==> config.mk <==
export PLATFORM = sky130hd
export DESIGN_NAME = mc_control
export DESIGN_NICKNAME = d
export VERILOG_FILES = /design/src/rtl/cpu_ctrl_pkg.sv /design/src/rtl/alu_dec.sv /design/src/rtl/mc_control.sv
export SDC_FILE = /design/constraint.sdc
export NUM_CORES = 1
export LEC_CHECK = 0
export CAP_MARGIN = 15
export CORE_MARGIN = 2
export CORE_UTILIZATION = 25
export CTS_CLUSTER_SIZE = 40
export DETAILED_ROUTE_END_ITERATION = 8
export GPL_ROUTABILITY_DRIVEN = 0
export PLACE_DENSITY = 0.65
export SYNTH_ARGS = -nofsm -noshare
export SYNTH_HDL_FRONTEND = slang
export SYNTH_SLANG_ARGS = --single-unit
==> constraint.sdc <==
create_clock -name Clk -period 2.8 [get_ports Clk]
set_input_delay 0.56 -clock Clk [delete_from_list [all_inputs] [get_ports Clk]]
set_output_delay 0.56 -clock Clk [all_outputs]
set_load 0.1 [all_outputs]
==> src/rtl/cpu_ctrl_pkg.sv <==
// rtl/cpu_ctrl_pkg.sv - state codes, opcode/funct constants and ALU codes for the multicycle control unit
package cpu_ctrl_pkg;

  typedef enum logic [3:0] {
    S_IF  = 4'd0,
    S_ID  = 4'd1,
    S_EXR = 4'd2,
    S_EXI = 4'd3,
    S_MA  = 4'd4,
    S_MR  = 4'd5,
    S_MW  = 4'd6,
    S_WBR = 4'd7,
    S_WBI = 4'd8,
    S_WBL = 4'd9,
    S_BR  = 4'd10,
    S_J   = 4'd11
  } state_t;

  // Selects which decode rule the ALU decoder applies in the current state.
  typedef enum logic [2:0] {
    CLS_NONE,
    CLS_MEM,
    CLS_R,
    CLS_I,
    CLS_BR
  } alu_cls_t;

  localparam logic [1:0] ALUC_ADD = 2'b00;
  localparam logic [1:0] ALUC_SUB = 2'b01;
  localparam logic [1:0] ALUC_AND = 2'b10;
  localparam logic [1:0] ALUC_OR  = 2'b11;

  localparam logic [5:0] OP_RTYPE = 6'b000000;
  localparam logic [5:0] OP_ADDI  = 6'b001000;
  localparam logic [5:0] OP_ANDI  = 6'b001100;
  localparam logic [5:0] OP_ORI   = 6'b001101;
  localparam logic [5:0] OP_LW    = 6'b100011;
  localparam logic [5:0] OP_SW    = 6'b101011;
  localparam logic [5:0] OP_BEQ   = 6'b000100;
  localparam logic [5:0] OP_BNE   = 6'b000101;
  localparam logic [5:0] OP_J     = 6'b000010;

  localparam logic [5:0] FN_ADD = 6'b100000;
  localparam logic [5:0] FN_SUB = 6'b100010;
  localparam logic [5:0] FN_AND = 6'b100100;
  localparam logic [5:0] FN_OR  = 6'b100101;

  // Only the arithmetic operations can overflow; logical ones never suppress write-back.
  function automatic logic is_arith(input logic [5:0] op, input logic [5:0] func);
    return ((op == OP_RTYPE) && ((func == FN_ADD) || (func == FN_SUB))) || (op == OP_ADDI);
  endfunction

endpackage

==> src/rtl/alu_dec.sv <==
// rtl/alu_dec.sv - maps state class, opcode and funct to ALU operation, extend mode and illegal flag
module alu_dec
  import cpu_ctrl_pkg::*;
(
  input  alu_cls_t   cls,
  input  logic [5:0] op,
  input  logic [5:0] func,
  output logic [1:0] aluc,
  output logic       ext_op,
  output logic       illegal
);

  always_comb begin
    aluc   = ALUC_ADD;
    ext_op = 1'b0;
    case (cls)
      CLS_MEM: ext_op = 1'b1;
      CLS_BR:  aluc = ALUC_SUB;
      CLS_R: begin
        case (func)
          FN_SUB:  aluc = ALUC_SUB;
          FN_AND:  aluc = ALUC_AND;
          FN_OR:   aluc = ALUC_OR;
          default: aluc = ALUC_ADD;
        endcase
      end
      CLS_I: begin
        case (op)
          OP_ADDI: ext_op = 1'b1;
          OP_ANDI: aluc = ALUC_AND;
          OP_ORI:  aluc = ALUC_OR;
          default: aluc = ALUC_ADD;
        endcase
      end
      default: aluc = ALUC_ADD;
    endcase
  end

  always_comb begin
    illegal = 1'b1;
    case (op)
      OP_RTYPE: illegal = !((func == FN_ADD) || (func == FN_SUB) ||
                            (func == FN_AND) || (func == FN_OR));
      OP_ADDI, OP_ANDI, OP_ORI, OP_LW, OP_SW, OP_BEQ, OP_BNE, OP_J: illegal = 1'b0;
      default: illegal = 1'b1;
    endcase
  end

endmodule

==> src/rtl/mc_control.sv <==
// rtl/mc_control.sv - multicycle CPU control FSM driving datapath enables, selects and ALU control
module mc_control
  import cpu_ctrl_pkg::*;
(
  input  logic       Clk,
  input  logic       Clrn,
  input  logic [5:0] Op,
  input  logic [5:0] Func,
  input  logic       Z,
  input  logic       V,
  output logic [1:0] Aluc,
  output logic       ALUSrcA,
  output logic [1:0] ALUSrcB,
  output logic       ExtOp,
  output logic       IorD,
  output logic       IRWrite,
  output logic       PCWrite,
  output logic       MemWrite,
  output logic       RegWrite,
  output logic [1:0] PCSource,
  output logic       RegDst,
  output logic       MemtoReg,
  output logic       Ovf,
  output logic       Illegal,
  output logic [3:0] State
);

  state_t   state_q, state_d;
  logic     ovf_q, ovf_d;
  alu_cls_t cls;
  logic [1:0] dec_aluc;
  logic     dec_ext_op;
  logic     dec_illegal;

  always_comb begin
    cls = CLS_NONE;
    case (state_q)
      S_EXR:   cls = CLS_R;
      S_EXI:   cls = CLS_I;
      S_MA:    cls = CLS_MEM;
      S_BR:    cls = CLS_BR;
      default: cls = CLS_NONE;
    endcase
  end

  alu_dec u_alu_dec (
    .cls     (cls),
    .op      (Op),
    .func    (Func),
    .aluc    (dec_aluc),
    .ext_op  (dec_ext_op),
    .illegal (dec_illegal)
  );

  always_comb begin
    state_d = S_IF;
    ovf_d   = 1'b0;
    case (state_q)
      S_IF: state_d = S_ID;
      S_ID: begin
        if (dec_illegal) begin
          state_d = S_IF;
        end else begin
          case (Op)
            OP_RTYPE:                 state_d = S_EXR;
            OP_ADDI, OP_ANDI, OP_ORI: state_d = S_EXI;
            OP_LW, OP_SW:             state_d = S_MA;
            OP_BEQ, OP_BNE:           state_d = S_BR;
            OP_J:                     state_d = S_J;
            default:                  state_d = S_IF;
          endcase
        end
      end
      S_EXR: begin
        state_d = S_WBR;
        ovf_d   = is_arith(Op, Func) & V;
      end
      S_EXI: begin
        state_d = S_WBI;
        ovf_d   = is_arith(Op, Func) & V;
      end
      S_MA:    state_d = (Op == OP_LW) ? S_MR : S_MW;
      S_MR:    state_d = S_WBL;
      default: state_d = S_IF;
    endcase
  end

  always_ff @(posedge Clk or negedge Clrn) begin
    if (!Clrn) begin
      state_q <= S_IF;
      ovf_q   <= 1'b0;
    end else begin
      state_q <= state_d;
      ovf_q   <= ovf_d;
    end
  end

  // Write enables and pulses are gated by Clrn so nothing commits while reset is held.
  always_comb begin
    Aluc     = dec_aluc;
    ExtOp    = dec_ext_op;
    ALUSrcA  = 1'b0;
    ALUSrcB  = 2'b00;
    IorD     = 1'b0;
    IRWrite  = 1'b0;
    PCWrite  = 1'b0;
    MemWrite = 1'b0;
    RegWrite = 1'b0;
    PCSource = 2'b00;
    RegDst   = 1'b0;
    MemtoReg = 1'b0;
    Ovf      = 1'b0;
    Illegal  = 1'b0;
    case (state_q)
      S_IF: begin
        IRWrite = 1'b1;
        PCWrite = 1'b1;
        ALUSrcB = 2'b01;
      end
      S_ID: begin
        ALUSrcB = 2'b11;
        Illegal = dec_illegal;
      end
      S_EXR: ALUSrcA = 1'b1;
      S_EXI, S_MA: begin
        ALUSrcA = 1'b1;
        ALUSrcB = 2'b10;
      end
      S_MR: IorD = 1'b1;
      S_MW: begin
        IorD     = 1'b1;
        MemWrite = 1'b1;
      end
      S_WBR: begin
        RegWrite = ~ovf_q;
        RegDst   = 1'b1;
        Ovf      = ovf_q;
      end
      S_WBI: begin
        RegWrite = ~ovf_q;
        Ovf      = ovf_q;
      end
      S_WBL: begin
        RegWrite = 1'b1;
        MemtoReg = 1'b1;
      end
      S_BR: begin
        ALUSrcA  = 1'b1;
        PCSource = 2'b01;
        PCWrite  = ((Op == OP_BEQ) & Z) | ((Op == OP_BNE) & ~Z);
      end
      S_J: begin
        PCWrite  = 1'b1;
        PCSource = 2'b10;
      end
      default: ALUSrcA = 1'b0;
    endcase
    IRWrite  = IRWrite  & Clrn;
    PCWrite  = PCWrite  & Clrn;
    MemWrite = MemWrite & Clrn;
    RegWrite = RegWrite & Clrn;
    Ovf      = Ovf      & Clrn;
    Illegal  = Illegal  & Clrn;
  end

  assign State = state_q;

endmodule

==> key figures <==
Logic synthesis
  • Syn Nets: 117
  • Post-synthesis sequential area ratio: 0.169
  • Most instantiated cells after synthesis: nor2_1 (15), nand2b_1 (9), nor2b_1 (7)
  • Register bit total from synthesis: 5
  • Synthesis Warnings: 0
  • Top cells by area, synth: dfrtp_1 (17%), nand2b_1 (7.6%), nor2_1 (7.6%)
  • Post-synth EDFFs: 0
  • Mapped cell area: 738 um2
  • Area share of the largest cell type after synthesis: 0.169
  • Leading area contributor after synthesis: dfrtp_1
  • Post-Synthesis Cells: 101
  • Post-synth ARST share: 1.00
  • Post-synth cell types: 39
  • Avg Cell Area, Syn: 7.31 um2
  • Main synth FF type: dfrtp_1
  • Top-count cell post-synth: nor2_1

Global routing
  • All-Layer GR Usage: 0.145
  • Gr ovfl total: 0
  • Global-route wire length before repair: 3.89 mm
  • Largest net degree at the start of global routing: 20
  • Initial antenna violation count: 0
  • Vias in the first global route: 879

Worst setup path
  • WP data required: 2.24 ns
  • Worst setup SP type: input pin
  • CP Max Fanout: 4
  • Worst stage delay on the critical path: 0.45 ns
  • Crit path max-delay family: buffers and inverters
  • Crit-path cells: clkdlybuf4s50_1 -> or3b_4 -> o211ai_2 -> nand2b_1 -> o2111a_1 -> buf_12
  • Critical Path End Type: output pin
  • Crit Path Category: input pin to output pin
  • CP max-delay cell: clkdlybuf4s50_1
  • Critical path data arrival time: 2.12 ns
  • Buf/Inv on CP: 2

Route
  • DRC viols: 0
  • Via count: 927
  • Avg Vias per Cell: 5.39
  • DRT iter0 DRCs: 26
  • Detail Route Antenna Nets: 0
  • WL/cell: 13.6 um
  • Drt pass-1 iters: 4
  • Total wire length: 2.33 mm

Final layout
  • Fillcell total: 276
  • Layout area overhead: 77.8%
  • Ant. Diodes: 0
  • Finished Layout Cells: 172
  • Layout cells sized above 1: 0.383
  • Fin nets: 158

Clock network
  • Total setup buffers inserted after CTS: 0
  • CTS H-tree depth: 1
  • CTS Root Cell: clkbuf_4
  • CTS resizes: 0
  • Clock sinks: 5
  • CTS clk-pin slew, worst paths: 0.05 ns
  • CTS tree: done
  • Total clock buffers created by CTS: 3
  • Clock latency on the worst-skew pair: 0.25 ns
  • Clk buf depth: 2
  • Hold_buf cts: 0

Die
  • Starting density of the core: 0.265
  • Die width: 58.3 um
  • FP Rows: 19
  • Die area: 3400 um2
  • Io pins: 37
  • Die H: 58.3 um
  • Core ar.: 2780 um2

STA
  • Setup total negative slack: 0 ns
  • Hold Vio Cnt, Final: 0
  • RSZ-0062 raised after global routing: no
  • Hold WS: 0.594 ns
  • Setup-failing EPs final: 0
  • Final min period: 2.68 ns
  • Clock Skew: 0.00624 ns
  • Final Max Slew Viols: 0
  • FMAX: 0.372 GHz
  • Slew @ Worst Pin: 0.368 ns
  • Part of the cycle the worst path needs: 0.959
  • Relative max-transition margin: 0.754

Placement
  • Port Buf Inserts: 36
  • Placed insts: 168
  • Placed wire-length estimate: 1.87 mm

Flow run
  • Max cap viols: 0

Worst hold path
  • Class of the worst hold path: input pin to asynchronous set/reset pin

Run status
  • Status: completed
==> worst register-to-register path: cells and delay by family, from the launching register on <==
kind	cells	cell delay (ns)
AOI/OAI and AO/OA	1	0.21
and+or+nand+nor	2	0.51
DFF	1	0.53
==> path summary, 6_finish.rpt <==
check / start / end / slack (ns) / cells after the start
max: Func[5] / Illegal / 0.12 / 6
min: Clrn / ovf_q$_DFF_PN0_ / 0.59 / 1
max reg2reg: State[3]$_DFF_PN0_ / State[1]$_DFF_PN0_ / 1.41 / 3
min reg2reg: State[3]$_DFF_PN0_ / State[2]$_DFF_PN0_ / 0.69 / 1
max in group asynchronous: Clrn / State[3]$_DFF_PN0_ / 1.80 / 2
min in group Clk: State[3]$_DFF_PN0_ / State[2]$_DFF_PN0_ / 0.69 / 1
==> layout by cell type (no fill, tap or decap), drive strengths merged, types with 2 or more instances in the layout <==
cell type,instances
nand3,3
nor3,5
a21o,2
o32ai,2
clkdlybuf4s50,15
nand2,6
o2111a,2
o21ai,2
nor2b,7
mux2,2
clkbuf,4
nand4,2
dfrtp,5
inv,3
and3,3
nor2,15
nand2b,9
o22a,2
o31a,2
buf,29
a21oi,3
==> layer usage <==
metal / part of all wire / GRT usage
met4: 0.026 / 0.0631
met2: 0.47 / 0.233
met1: 0.44 / 0.183
met3: 0.058 / 0.0352
met5: 0 / 0
==> stage by stage <==
step / instance area [um2] / utilization / setup WS, ns
2_1_floorplan: 815 / - / 0.0241
5_1_grt: 1310 / 0.472 / 0.0186
6_report: 1310 / 0.472 / 0.115
3_3_place_gp: 1290 / 0.462 / 0.107
4_1_cts: 1310 / 0.472 / 0.108
3_5_place_dp: 1290 / 0.462 / 0.112
==> flip-flops by register name, summed over array words and instances, names as in the netlist <==
signal,cells
ovf_q,1
State,4
==> layout make-up <==
cell class | instances | area [um2] | area share
inverters | 3 | 11.3 | 0.00858
multi-input cells | 85 | 626 | 0.477
repair buffers | 44 | 480 | 0.366
flip-flops and latches | 5 | 130 | 0.0991
clock buffers | 4 | 26.3 | 0.0200
well taps | 31 | 38.8 | 0.0296
==> cells by family (layout without fill, tap and decap cells) <==
logic type,count (synthesis),count (layout),share of synthesized area
buffers and inverters,11,51,0.0797
muxes,2,2,0.0305
AOI/OAI and AO/OA,26,26,0.293
xor gates and xnor gates,1,1,0.0119
and+or+nand+nor,56,56,0.415
DFF,5,5,0.169
Power is not shown: default switching activity piles up to over one toggle a cycle in this logic, so the estimate is an artifact.
==> RTL edit: new RTL, config.mk and constraints unchanged <==
Register the output `RegWrite`; this adds one clock of latency there. The other outputs are not delayed to match.
--- a/src/rtl/mc_control.sv
+++ b/src/rtl/mc_control.sv
@@ -25,4 +25,6 @@
   output logic [3:0] State
 );
+
+  logic RegWrite_d;
 
   state_t   state_q, state_d;
@@ -106,5 +108,5 @@
     PCWrite  = 1'b0;
     MemWrite = 1'b0;
-    RegWrite = 1'b0;
+    RegWrite_d = 1'b0;
     PCSource = 2'b00;
     RegDst   = 1'b0;
@@ -133,14 +135,14 @@
       end
       S_WBR: begin
-        RegWrite = ~ovf_q;
+        RegWrite_d = ~ovf_q;
         RegDst   = 1'b1;
         Ovf      = ovf_q;
       end
       S_WBI: begin
-        RegWrite = ~ovf_q;
+        RegWrite_d = ~ovf_q;
         Ovf      = ovf_q;
       end
       S_WBL: begin
-        RegWrite = 1'b1;
+        RegWrite_d = 1'b1;
         MemtoReg = 1'b1;
       end
@@ -159,5 +161,5 @@
     PCWrite  = PCWrite  & Clrn;
     MemWrite = MemWrite & Clrn;
-    RegWrite = RegWrite & Clrn;
+    RegWrite_d = RegWrite_d & Clrn;
     Ovf      = Ovf      & Clrn;
     Illegal  = Illegal  & Clrn;
@@ -166,4 +168,8 @@
   assign State = state_q;
 
+  always_ff @(posedge Clk) begin
+    RegWrite <= RegWrite_d;
+  end
+
 endmodule
 
Check against the original RTL: not equivalent (Yosys sat finds a counterexample within 4 cycles, from zero or initial values).
==> RTL edit against the original RTL <==
Sequential cell count up 1. Non-clock buffer count rose by 4. Routed wire length rose by 11%. Setup slack worse by 0.033 ns. Synthesized area is 2.5% higher. Via count rose by 4.9%. Cell area rose by 4.6%. Critical path depth unchanged.
Power is left out: the tool's default activity adds up to more than one toggle a clock period on the data nets, which glitch-free logic cannot reach.
==> RTL edit: results <==
{
  "cts_resized": 2,
  "drt-met1-wl_um": 1090,
  "ys_async_sr_fraction_pct": 83.3,
  "synth.mux.area_fraction_pct": 1.32,
  "met3_usage_pct": 2.84,
  "met2_length_um": 1340,
  "slowest_delay_ns": 0.49,
  "startpoint": "Op[4]",
  "ys_top_cells_by_area": "dfrtp_1 (17%), nor2_1 (8.4%), nor2b_1 (4.1%)",
  "synth-compound-area-share_pct": 27.1,
  "critPathSlowestCell": "or4b_1",
  "wl_um": 2590,
  "synth.net_count": 124,
  "critPathMaxFanout": 3,
  "gr-usage-met2_pct": 25.6,
  "drt_iter0_drc": 18,
  "dp_hpwl_um": 2000,
  "drive_gt1_share_pct": 38.8,
  "ys_seq_area_share_pct": 19.2,
  "hold_ws_ns": 0.636,
  "drtPass1Iterations": 5,
  "worst_pin_slew_ns": 0.343,
  "synth_commonest_cells": "nor2_1 (17), inv_1 (6), nand2_1 (6), dfrtp_1 (5), nor2b_1 (5)",
  "grt_use_total_pct": 15.3,
  "status": "completed",
  "wl_met3_um": 117,
  "synth_xor_area_share_pct": 1.16,
  "crit_family": "simple AND/OR/NAND/NOR gates",
  "reg2reg_depth": 4,
  "grt_pass1_wl_um": 4150,
  "ys_types": 46,
  "grt_pass1_vias": 890
}
RTL edit: changes by cell type in the layout (fill, tap and decap cells not counted), moves of 3 or more:
cell	unedited run	this run
nor2_2	3	6
nor2b_1	7	4
clkdlybuf4s50_1	15	11
nand2b_1	9	3
dfrtp_2	4	1
inv_1	3	6
o21ai_0	0	3
buf_4	20	24
dfrtp_4	0	3
RTL edit: cell type report:
class | count | area, um^2
fillers | 283 | 1430
multi-input cells | 88 | 623
well taps | 31 | 38.8
clock buffers | 4 | 26.3
flip-flops and latches | 6 | 158
repair buffers | 48 | 504
inverters | 6 | 22.5
RTL edit: through the flow:
stage          area, um^2  cells  worst slack [ns]  utilization, %
2_1_floorplan         858    108            -0.370               -
3_3_place_gp         1330    179           -0.0762            47.3
3_5_place_dp         1330    179            -0.102            47.3
4_1_cts              1350    183           0.00991            48.1
5_1_grt              1370    183            0.0201            48.9
6_report             1370    183            0.0819            48.9
